**src/rtl/mul_div_unit_pkg.sv**
```systemverilog
// Shared definitions for the RV32M multiply/divide unit.
//   op_e     : funct3 operation codes (MUL..REMU)
//   state_e  : sequencer states IDLE/RUN/FIX/DONE
//   REGISTER_WIDTH / REG_INDEX_WIDTH : register-file widths used as defaults
//   op_a_signed / op_b_signed : which operands are treated as two's complement
package mul_div_unit_pkg;

  localparam int REGISTER_WIDTH  = 32;
  localparam int REG_INDEX_WIDTH = 5;

  typedef enum logic [2:0] {
    OP_MUL    = 3'd0,
    OP_MULH   = 3'd1,
    OP_MULHSU = 3'd2,
    OP_MULHU  = 3'd3,
    OP_DIV    = 3'd4,
    OP_DIVU   = 3'd5,
    OP_REM    = 3'd6,
    OP_REMU   = 3'd7
  } op_e;

  typedef enum logic [1:0] {
    ST_IDLE = 2'd0,
    ST_RUN  = 2'd1,
    ST_FIX  = 2'd2,
    ST_DONE = 2'd3
  } state_e;

  function automatic logic op_a_signed(input op_e op);
    return op inside {OP_MULH, OP_MULHSU, OP_DIV, OP_REM};
  endfunction

  function automatic logic op_b_signed(input op_e op);
    return op inside {OP_MULH, OP_DIV, OP_REM};
  endfunction

endpackage

```
**src/rtl/mul_div_unit_sign_fix.sv**
```systemverilog
// mdu_sign_fix: combinational conditional two's-complement negate.
// Used to take operand magnitudes at accept and to restore result sign in FIX.
//   i_val [W]  value in
//   i_neg      negate when high
//   o_val [W]  i_neg ? -i_val : i_val (wraps modulo 2^W)
module mdu_sign_fix #(
  parameter int W = 32
) (
  input  logic [W-1:0] i_val,
  input  logic         i_neg,
  output logic [W-1:0] o_val
);

  assign o_val = i_neg ? ('0 - i_val) : i_val;

endmodule

```
**src/rtl/mul_div_unit.sv**
```systemverilog
// mul_div_unit: iterative RV32M multiply/divide, one radix-2 step per cycle.
//   clk, rst        clock; synchronous active-high reset
//   start           request, accepted only when idle
//   op              funct3 (MUL,MULH,MULHSU,MULHU,DIV,DIVU,REM,REMU)
//   operand_a/b     rs1 / rs2 values, captured on accept
//   rd_index_in     destination index, captured on accept
//   busy            sequencer not idle
//   done / wr_en    one-cycle result strobe to the register file
//   result          final value, held until overwritten by a later operation
//   wr_reg_index    captured destination index
module mul_div_unit
  import mul_div_unit_pkg::*;
#(
  parameter int XLEN  = REGISTER_WIDTH,
  parameter int IDX_W = REG_INDEX_WIDTH,
  parameter int CNT_W = 5
) (
  input  logic             clk,
  input  logic             rst,
  input  logic             start,
  input  logic [2:0]       op,
  input  logic [XLEN-1:0]  operand_a,
  input  logic [XLEN-1:0]  operand_b,
  input  logic [IDX_W-1:0] rd_index_in,
  output logic             busy,
  output logic             done,
  output logic [XLEN-1:0]  result,
  output logic             wr_en,
  output logic [IDX_W-1:0] wr_reg_index
);

  localparam logic [XLEN-1:0] MIN_INT = {1'b1, {(XLEN-1){1'b0}}};

  state_e             r_state;
  op_e                r_op;
  logic [CNT_W-1:0]   r_cnt;
  logic [2*XLEN-1:0]  r_acc;     // MUL: {partial product, multiplier}; DIV: {remainder, dividend/quotient}
  logic [XLEN-1:0]    r_opb;     // MUL: multiplicand magnitude; DIV: divisor magnitude
  logic               r_neg;
  logic [XLEN-1:0]    r_result;
  logic [IDX_W-1:0]   r_rd;

  op_e                w_op;
  logic               w_sgn_a, w_sgn_b;
  logic [XLEN-1:0]    w_mag_a, w_mag_b;
  logic               w_fast;
  logic [XLEN-1:0]    w_fast_res;
  logic [XLEN:0]      w_sum;
  logic               w_ge;
  logic [XLEN-1:0]    w_diff;
  logic [2*XLEN-1:0]  w_step;
  logic [2*XLEN-1:0]  w_fix_in, w_fix_out;
  logic [XLEN-1:0]    w_fix_res;

  assign w_op    = op_e'(op);
  assign w_sgn_a = operand_a[XLEN-1] & op_a_signed(w_op);
  assign w_sgn_b = operand_b[XLEN-1] & op_b_signed(w_op);

  mdu_sign_fix #(.W(XLEN)) u_fix_a (.i_val(operand_a), .i_neg(w_sgn_a), .o_val(w_mag_a));
  mdu_sign_fix #(.W(XLEN)) u_fix_b (.i_val(operand_b), .i_neg(w_sgn_b), .o_val(w_mag_b));

  // Divide-by-zero and signed overflow bypass the iteration entirely.
  always_comb begin
    w_fast     = 1'b0;
    w_fast_res = '0;
    if (op[2]) begin
      if (operand_b == '0) begin
        w_fast     = 1'b1;
        w_fast_res = op[1] ? operand_a : '1;
      end else if ((w_op == OP_DIV || w_op == OP_REM) &&
                   operand_a == MIN_INT && operand_b == '1) begin
        w_fast     = 1'b1;
        w_fast_res = op[1] ? '0 : MIN_INT;
      end
    end
  end

  // Multiply step: conditionally add multiplicand to the upper half, shift right.
  assign w_sum = {1'b0, r_acc[2*XLEN-1:XLEN]} + {1'b0, (r_acc[0] ? r_opb : '0)};

  // Restoring divide step: trial-subtract the divisor from the shifted remainder.
  // When the trial succeeds the true difference fits XLEN bits, so the low bits suffice.
  assign w_ge   = r_acc[2*XLEN-1:XLEN-1] >= {1'b0, r_opb};
  assign w_diff = r_acc[2*XLEN-2:XLEN-1] - r_opb;

  always_comb begin
    if (r_op[2])
      w_step = w_ge ? {w_diff, r_acc[XLEN-2:0], 1'b1} : {r_acc[2*XLEN-2:0], 1'b0};
    else
      w_step = {w_sum, r_acc[XLEN-1:1]};
  end

  // One wide negate serves all ops: the quotient/remainder is zero-extended first
  // so the low half of the negated value is its XLEN-bit negation.
  always_comb begin
    if (!r_op[2])
      w_fix_in = r_acc;
    else if (r_op[1])
      w_fix_in = {{XLEN{1'b0}}, r_acc[2*XLEN-1:XLEN]};
    else
      w_fix_in = {{XLEN{1'b0}}, r_acc[XLEN-1:0]};
  end

  mdu_sign_fix #(.W(2*XLEN)) u_fix_res (.i_val(w_fix_in), .i_neg(r_neg), .o_val(w_fix_out));

  assign w_fix_res = (r_op == OP_MUL || r_op[2]) ? w_fix_out[XLEN-1:0]
                                                 : w_fix_out[2*XLEN-1:XLEN];

  always_ff @(posedge clk) begin
    if (rst) begin
      r_state  <= ST_IDLE;
      r_op     <= OP_MUL;
      r_cnt    <= '0;
      r_acc    <= '0;
      r_opb    <= '0;
      r_neg    <= 1'b0;
      r_result <= '0;
      r_rd     <= '0;
    end else begin
      case (r_state)
        ST_IDLE: begin
          if (start) begin
            r_op  <= w_op;
            r_rd  <= rd_index_in;
            r_cnt <= '0;
            r_acc <= {{XLEN{1'b0}}, (op[2] ? w_mag_a : w_mag_b)};
            r_opb <= op[2] ? w_mag_b : w_mag_a;
            r_neg <= (op[2] && op[1]) ? w_sgn_a : (w_sgn_a ^ w_sgn_b);
            if (w_fast) begin
              r_result <= w_fast_res;
              r_state  <= ST_DONE;
            end else begin
              r_state  <= ST_RUN;
            end
          end
        end
        ST_RUN: begin
          r_acc <= w_step;
          r_cnt <= r_cnt + 1'b1;
          if (r_cnt == CNT_W'(XLEN-1))
            r_state <= ST_FIX;
        end
        ST_FIX: begin
          r_result <= w_fix_res;
          r_state  <= ST_DONE;
        end
        default: r_state <= ST_IDLE;
      endcase
    end
  end

  assign busy         = (r_state != ST_IDLE);
  assign done         = (r_state == ST_DONE);
  assign wr_en        = done;
  assign result       = r_result;
  assign wr_reg_index = r_rd;

endmodule
```
**config.mk**
```make
export PLATFORM = sky130hd
export DESIGN_NAME = mul_div_unit
export DESIGN_NICKNAME = d
export VERILOG_FILES = /design/src/rtl/mul_div_unit_pkg.sv /design/src/rtl/mul_div_unit_sign_fix.sv /design/src/rtl/mul_div_unit.sv
export SDC_FILE = /design/constraint.sdc
export NUM_CORES = 1
export LEC_CHECK = 0
export ABC_AREA = 1
export CAP_MARGIN = 20
export CELL_PAD_IN_SITES_DETAIL_PLACEMENT = 1
export CELL_PAD_IN_SITES_GLOBAL_PLACEMENT = 1
export CORE_ASPECT_RATIO = 0.6
export CORE_UTILIZATION = 39
export CTS_BUF_LIST = sky130_fd_sc_hd__clkbuf_8 sky130_fd_sc_hd__clkbuf_16
export DETAILED_ROUTE_END_ITERATION = 12
export PLACE_DENSITY_LB_ADDON = 0.1
export RECOVER_POWER = 25
export SETUP_SLACK_MARGIN = 0.4
export SLEW_MARGIN = 10
export SYNTH_ARGS = -nofsm -noshare
export SYNTH_HDL_FRONTEND = slang
export SYNTH_SLANG_ARGS = --single-unit
```
**constraint.sdc**
```tcl
create_clock -name clk -period 4.5 [get_ports clk]
set_clock_uncertainty 0.2 [all_clocks]
set_input_delay 0.9 -clock clk [delete_from_list [all_inputs] [get_ports clk]]
set_output_delay 0.9 -clock clk [all_outputs]
set_load 0.05 [all_outputs]
```
**After elaboration in Yosys (flattened, before gate mapping)**

Index checks and enable logic that the tools add are counted.

- Bits in registers: 144
- Output and inout port bits: 40

- Add/sub/neg operators: 6
- Magnitude comparators: 1
- Eq/ne operators: 13
- Mux-type cells: 31
- Bitwise operators: 3
- Reduce and logical (&&, ||, !) cells: 17

Operator list:

| kind | number |
|---|---|
| 32-bit two-way mux | 14 |
| 64-bit two-way mux | 5 |
| 64-bit case mux with 2 select lines | 1 |
| 32-bit == test, second input constant | 2 |
| 32-bit case mux with 2 select lines | 1 |
| 1-bit by 32-bit subtractor with 32-bit output, first input constant | 2 |
| 1-bit by 64-bit subtractor with 64-bit output, first input constant | 1 |
| 32-bit by 32-bit adder with 33-bit output | 1 |
| 33-bit by 32-bit >= comparator with 1-bit output | 1 |
| 32-bit logical NOT | 1 |
| 32-bit subtractor | 1 |
| 5-bit case mux with 2 select lines | 1 |
| 3-bit == test, second input constant | 2 |
| 2-bit two-way mux | 3 |
| 2-bit != test, second input constant | 3 |
| 2-bit case mux with 3 select lines | 1 |
| 2-bit AND reduction | 3 |
| 2-bit nonzero test | 3 |
| 5-bit by 1-bit adder with 5-bit output, second input constant | 1 |
| 5-bit == test, second input constant | 1 |
| 5-bit two-way mux | 1 |
| 2-bit == test, second input constant | 2 |
| 1-bit two-way mux | 4 |
| 4-bit nonzero test | 1 |
| other kinds (11) | 15 |

**Depth between registers and ports, before layout**

- Depth in word-level cells: 10
- Gate-level depth with buffers: 22
- Gate-level depth less buffers: 20

**Cells and area by module**

Synthesis repeated with hierarchy kept, for this count alone.

- Cell total of the unflattened synthesis: 3,409
- Area total of the unflattened synthesis: 18,330.1 um2

Modules (own cells, without submodules):

| module | instances | cells an instance | area each (um2) | seq. area each (um2) |
|---|---|---|---|---|
| mul_div_unit | 1 | 2,461 | 13,814.5 | 2,882.8 |
| mdu_sign_fix (u_fix_res) | 1 | 498 | 2,411.1 | 0.0 |
| mdu_sign_fix (u_fix_a ...) | 2 | 225 | 1,052.3 | 0.0 |

**Worst setup path before layout**

No wires, ideal clock.

- Path type: register to register
- From: reg r_acc[0]
- To: reg r_acc[53]
- Library setup time: 0.070 ns
- Data arrival time: 2.589 ns
- Data required time: 4.230 ns
- Slack: 1.641 ns
- Stages on the path, launching flop included: 18
- Path through: dfxtp_1 clkbuf_1 clkbuf_1 nand2_1 inv_1 ha_1 inv_1 fa_1 inv_1 nand3_1 nand2_1 a21oi_1 o21ai_0 nand3_1 a21o_1 nand3_1 nand3_1 a21oi_1

- Word-level cells in the longest chain between the ends: 4

Ends and longest elaborated chain:

| element | RTL line | text |
|---|---|---|
| start, declared | mul_div_unit.sv:37 | `logic [2*XLEN-1:0] r_acc;` |
| start signal, assigned | mul_div_unit.sv:126 | `r_acc <= {{XLEN{1'b0}}, (op[2] ? w_mag_a : w_mag_b)};` |
| start signal, assigned | mul_div_unit.sv:138 | `r_acc <= w_step;` |
| 32-bit two-way mux | mul_div_unit.sv:79 | `assign w_sum = {1'b0, r_acc[2*XLEN-1:XLEN]} + {1'b0, (r_acc[0] ? r_opb : '0)};` |
| 32-bit by 32-bit adder with 33-bit output | mul_div_unit.sv:79 |  |
| 64-bit two-way mux | mul_div_unit.sv:87 | `if (r_op[2])` |
| 64-bit case mux with 2 select lines | mul_div_unit.sv:120 | `case (r_state)` |

Every way passes these cells.
A chain may end at the register's enable or synchronous reset.

**Final worst setup path**

- From: in op[2]
- To: reg r_opb[13]

- Word-level cells in the longest chain between the ends: 5
- Elaborated cells between the ends (all ways): 11
- Classes of those cells: eq/ne: 4; mux: 3; bitwise: 2; reduce/logical: 2

Ends and longest elaborated chain:

| element | RTL line | text |
|---|---|---|
| start, declared | mul_div_unit.sv:21 | `input logic [2:0] op,` |
| 3-bit by 1-bit == test with 1-bit output, or another cell as far along | mul_div_unit_pkg.sv:30, mul_div_unit_pkg.sv:34 |  |
| 4-bit nonzero test or 3-bit nonzero test (tied branches) | mul_div_unit_pkg.sv:30, mul_div_unit_pkg.sv:34 |  |
| 1-bit AND, on equally long branches | mul_div_unit.sv:56, mul_div_unit.sv:57 |  |
| 32-bit two-way mux | mul_div_unit_sign_fix.sv:14 | `assign o_val = i_neg ? ('0 - i_val) : i_val;` |
| 32-bit two-way mux (*) | mul_div_unit.sv:127 | `r_opb <= op[2] ? w_mag_b : w_mag_a;` |
| end signal, assigned | mul_div_unit.sv:127 |  |
| end, declared | mul_div_unit.sv:38 | `logic [XLEN-1:0] r_opb;` |

Mark *: on every way between the ends. The rest lies on a longest branch, timed or not.

==> impl_metrics.tcl <==
set metrics [dict create \
    slowest_stage "clkbuf_1" \
    ys_seq_area_share_pct 17.0 \
    ctsRootBufferMaster "clkbuf_16" \
    synth-seq-cells 144 \
    die_w_um 272 \
    cp_cell_sequence "clkdlybuf4s50_1 > clkbuf_1 > nor2_1 > buf_4 > clkinv_1 > a21oi_1 > a221o_1 > nand2_1 > inv_1" \
    end_kind "register" \
    synthMostInstantiatedCell "nand2_1" \
    syn-num-nets 3210 \
    rsz0062_at_grt "false" \
    finalSetupTns_ns 0 \
    area_growth_pct 14.6 \
    fmax_ghz 0.248 \
    setup_viol 0 \
    crit_fanout 42 \
    fin_util_pct 45.9 \
    synthArstFlopShare_pct 0 \
    slowest_delay_ns 1.46 \
    hold_path_depth 1 \
    cts_buffers 17 \
    postSynthCellCount 3058 \
    max_slew_margin_pct -38.9 \
    r2r.worst_path.cells 14 \
    slew_violations 90 \
    grt_usage_pct 44.3 \
    clkTransAtPathRegs_ns 0.07 \
    nets 3289 \
    peakVddDrop_uv 325 \
    portBuffers 114 \
    p_int_w 0.00455 \
    arrival_ns 4.20 \
    crit_path_end "r_opb[13]" \
    pwr-share-seq_pct 17.3 \
    hp-class "register to register" \
    clock_latency_ns 0.47 \
    die_h_um 164 \
    worst_slew_pin_slew_ns 2.08 \
    r2r_end "r_acc[51]" \
    rows 58 \
    rr_startpoint "r_acc[50]" \
    ios 115 \
    start_util_pct 40.0 \
    p_total_w 0.0116 \
    grt_max_degree 68 \
    clkSinkCount 144 \
    netlist_top_cells_area "nand2_1, dfxtp_1, nand3_1" \
    cts_tree "done" \
    cts_max_level 4 \
    globalplace.congestion 1.06 \
    power_frac_comb_pct 69.4 \
    period_share_pct 89.8 \
    status "finished with violations" \
    grt_pass1_vias 21882 \
    start_kind "primary input" \
    ys_warn_count 0 \
    cap_viol_max_count 2 \
    grt_first_pass_wirelength_um 145000 \
    critPathLaunch "op[2]" \
    power_leakage_nw 9.40 \
    synthesis.area_um2 17000 \
    hpwlAfterDp_um 82100 \
    violations "max-capacitance violations, max-slew violations" \
    synthFlopType "dfxtp_1" \
    drive_above_1_share_pct 5.65 \
    ff2ff_setup_slack_ns 0.57 \
    wire_per_inst_um 27.0 \
    core_area_um2 42500 \
    ys_types 54 \
    fin_cells 3721 \
    cp.required_ns 4.66 \
    synth_edf_count 0 \
    placed_cell_area_um2 18900 \
    syn_area_per_cell_um2 5.56 \
    synth_common_cells "nand2_1, inv_1, nor2_1, nand3_1, a21oi_1" \
    finalCriticalPeriod_ns 4.04 \
    detail-route-antenna-nets 0 \
    drt_wl_total_um 101000 \
    first_iter_violations 3466 \
    drc 0 \
    power_density_nw_per_um2 597 \
    hold_violations 0 \
    gr-total-overflow 0 \
    p_switching_w 0.00709 \
    dieArea_um2 44500 \
    path_class "primary input to register" \
    cts_hold_buf 0 \
    placedCellCount 3688 \
    dr_total_vias 23168 \
    first_pass_iters 7 \
    p_sw_share_pct 60.9 \
    synth_top_area_cell "nand2_1" \
    clockPowerShare_pct 13.4 \
    netlist.area_leader.share_pct 18.8 \
    fin_area_um2 19500 \
    vias_per_cell 6.23 \
    antenna_found_initial 2 \
    clk_path_buf_depth 2 \
]
==> worst min path at each step <==
| stage | from | end | slack, ns |
|---|---|---|---|
| 3_5_place_dp | r_cnt[0] | r_cnt[0] | 0.27 |
| 4_1_cts | r_cnt[0] | r_cnt[0] | 0.28 |
| 2_1_floorplan | r_cnt[0] | r_cnt[0] | 0.24 |
| 5_1_grt | r_cnt[0] | r_cnt[0] | 0.32 |
| 3_3_place_gp | r_cnt[4] | r_cnt[4] | 0.26 |
| 6_report | r_cnt[0] | r_cnt[0] | 0.28 |
==> timing repair <==
action | 4_1_cts | 5_1_grt
gates resized for setup | 0 | 1
endpoints found under the setup margin | 0 | 1
buffers inserted | 0 | 0
==> routing by layer <==
metal | vias to the layer above | GRT usage [%] | part of all wire, %
met3 | 173 | 21.9 | 16
met4 | 8 | 12.0 | 2.8
li1 | 10263 | - | -
met2 | 1442 | 56.8 | 36
met1 | 11282 | 62.7 | 44
met5 | - | 4.39 | 0.41
==> final cells by class <==
cell class	count	area, um^2
Tap cell	570	713
Multi-Input combinational cell	2438	12200
Antenna cell	1	2.50
Timing Repair Buffer	193	1760
Sequential cell	144	2890
Clock inverter	15	174
Clock buffer	17	425
Inverter	343	1290
Fill cell	5970	23000
==> critical path, delay by kind of cell <==
family	cells	cell delay, ns
simple gates	2	0.19
buf+inv	5	2.65
compound gates	2	0.39
==> flip-flops by register name (all words and copies together) (netlist names) <==
register	flops
r_cnt	5
r_acc	64
r_opb	32
result	32
r_op	3
r_neg	1
r_state	2
wr_reg_index	5
==> power groups by stage <==
stage | clock network [W] | logic, W | registers [W]
after floorplan | 0 | 0.00474 | 0.00195
after global placement | 0 | 0.00746 | 0.00197
after detailed placement | 0 | 0.00764 | 0.00199
after CTS | 0.00155 | 0.00769 | 0.00196
after global routing | 0.00160 | 0.00855 | 0.00200
final | 0.00155 | 0.00807 | 0.00201
==> cells by family (layout without fill, tap and decap cells) <==
family                   after synthesis  after routing  share of synthesized area [%]
AND/OR/NAND/NOR                     1605           1605                           40.3
other                                  0              1                              0
XOR/XNOR                              80             80                           4.12
AO/OA/AOI/OAI                        676            676                           21.8
buffers and inverters                476            568                           11.1
adder cells (fa/ha/maj)               77             77                           5.76
flip-flops                           144            144                           17.0
==> cell usage in the layout (no fill, tap or decap), drive strengths merged, types with 72 or more instances in the layout <==
cell           instances
nor2                 314
a21oi                276
o21ai                278
dfxtp                144
inv                  348
xor2                  72
ha                    75
buf                   78
clkdlybuf4s50         75
nand2                868
nand3                282
==> per-stage QoR <==
step	hold slack, ns	setup WS, ns
4_1_cts	0.283	0.677
2_1_floorplan	0.243	1.64
3_5_place_dp	0.269	0.390
3_3_place_gp	0.257	0.482
6_report	0.280	0.460
5_1_grt	0.322	0.360
Note: power is estimated with default switching activity, not from simulation.
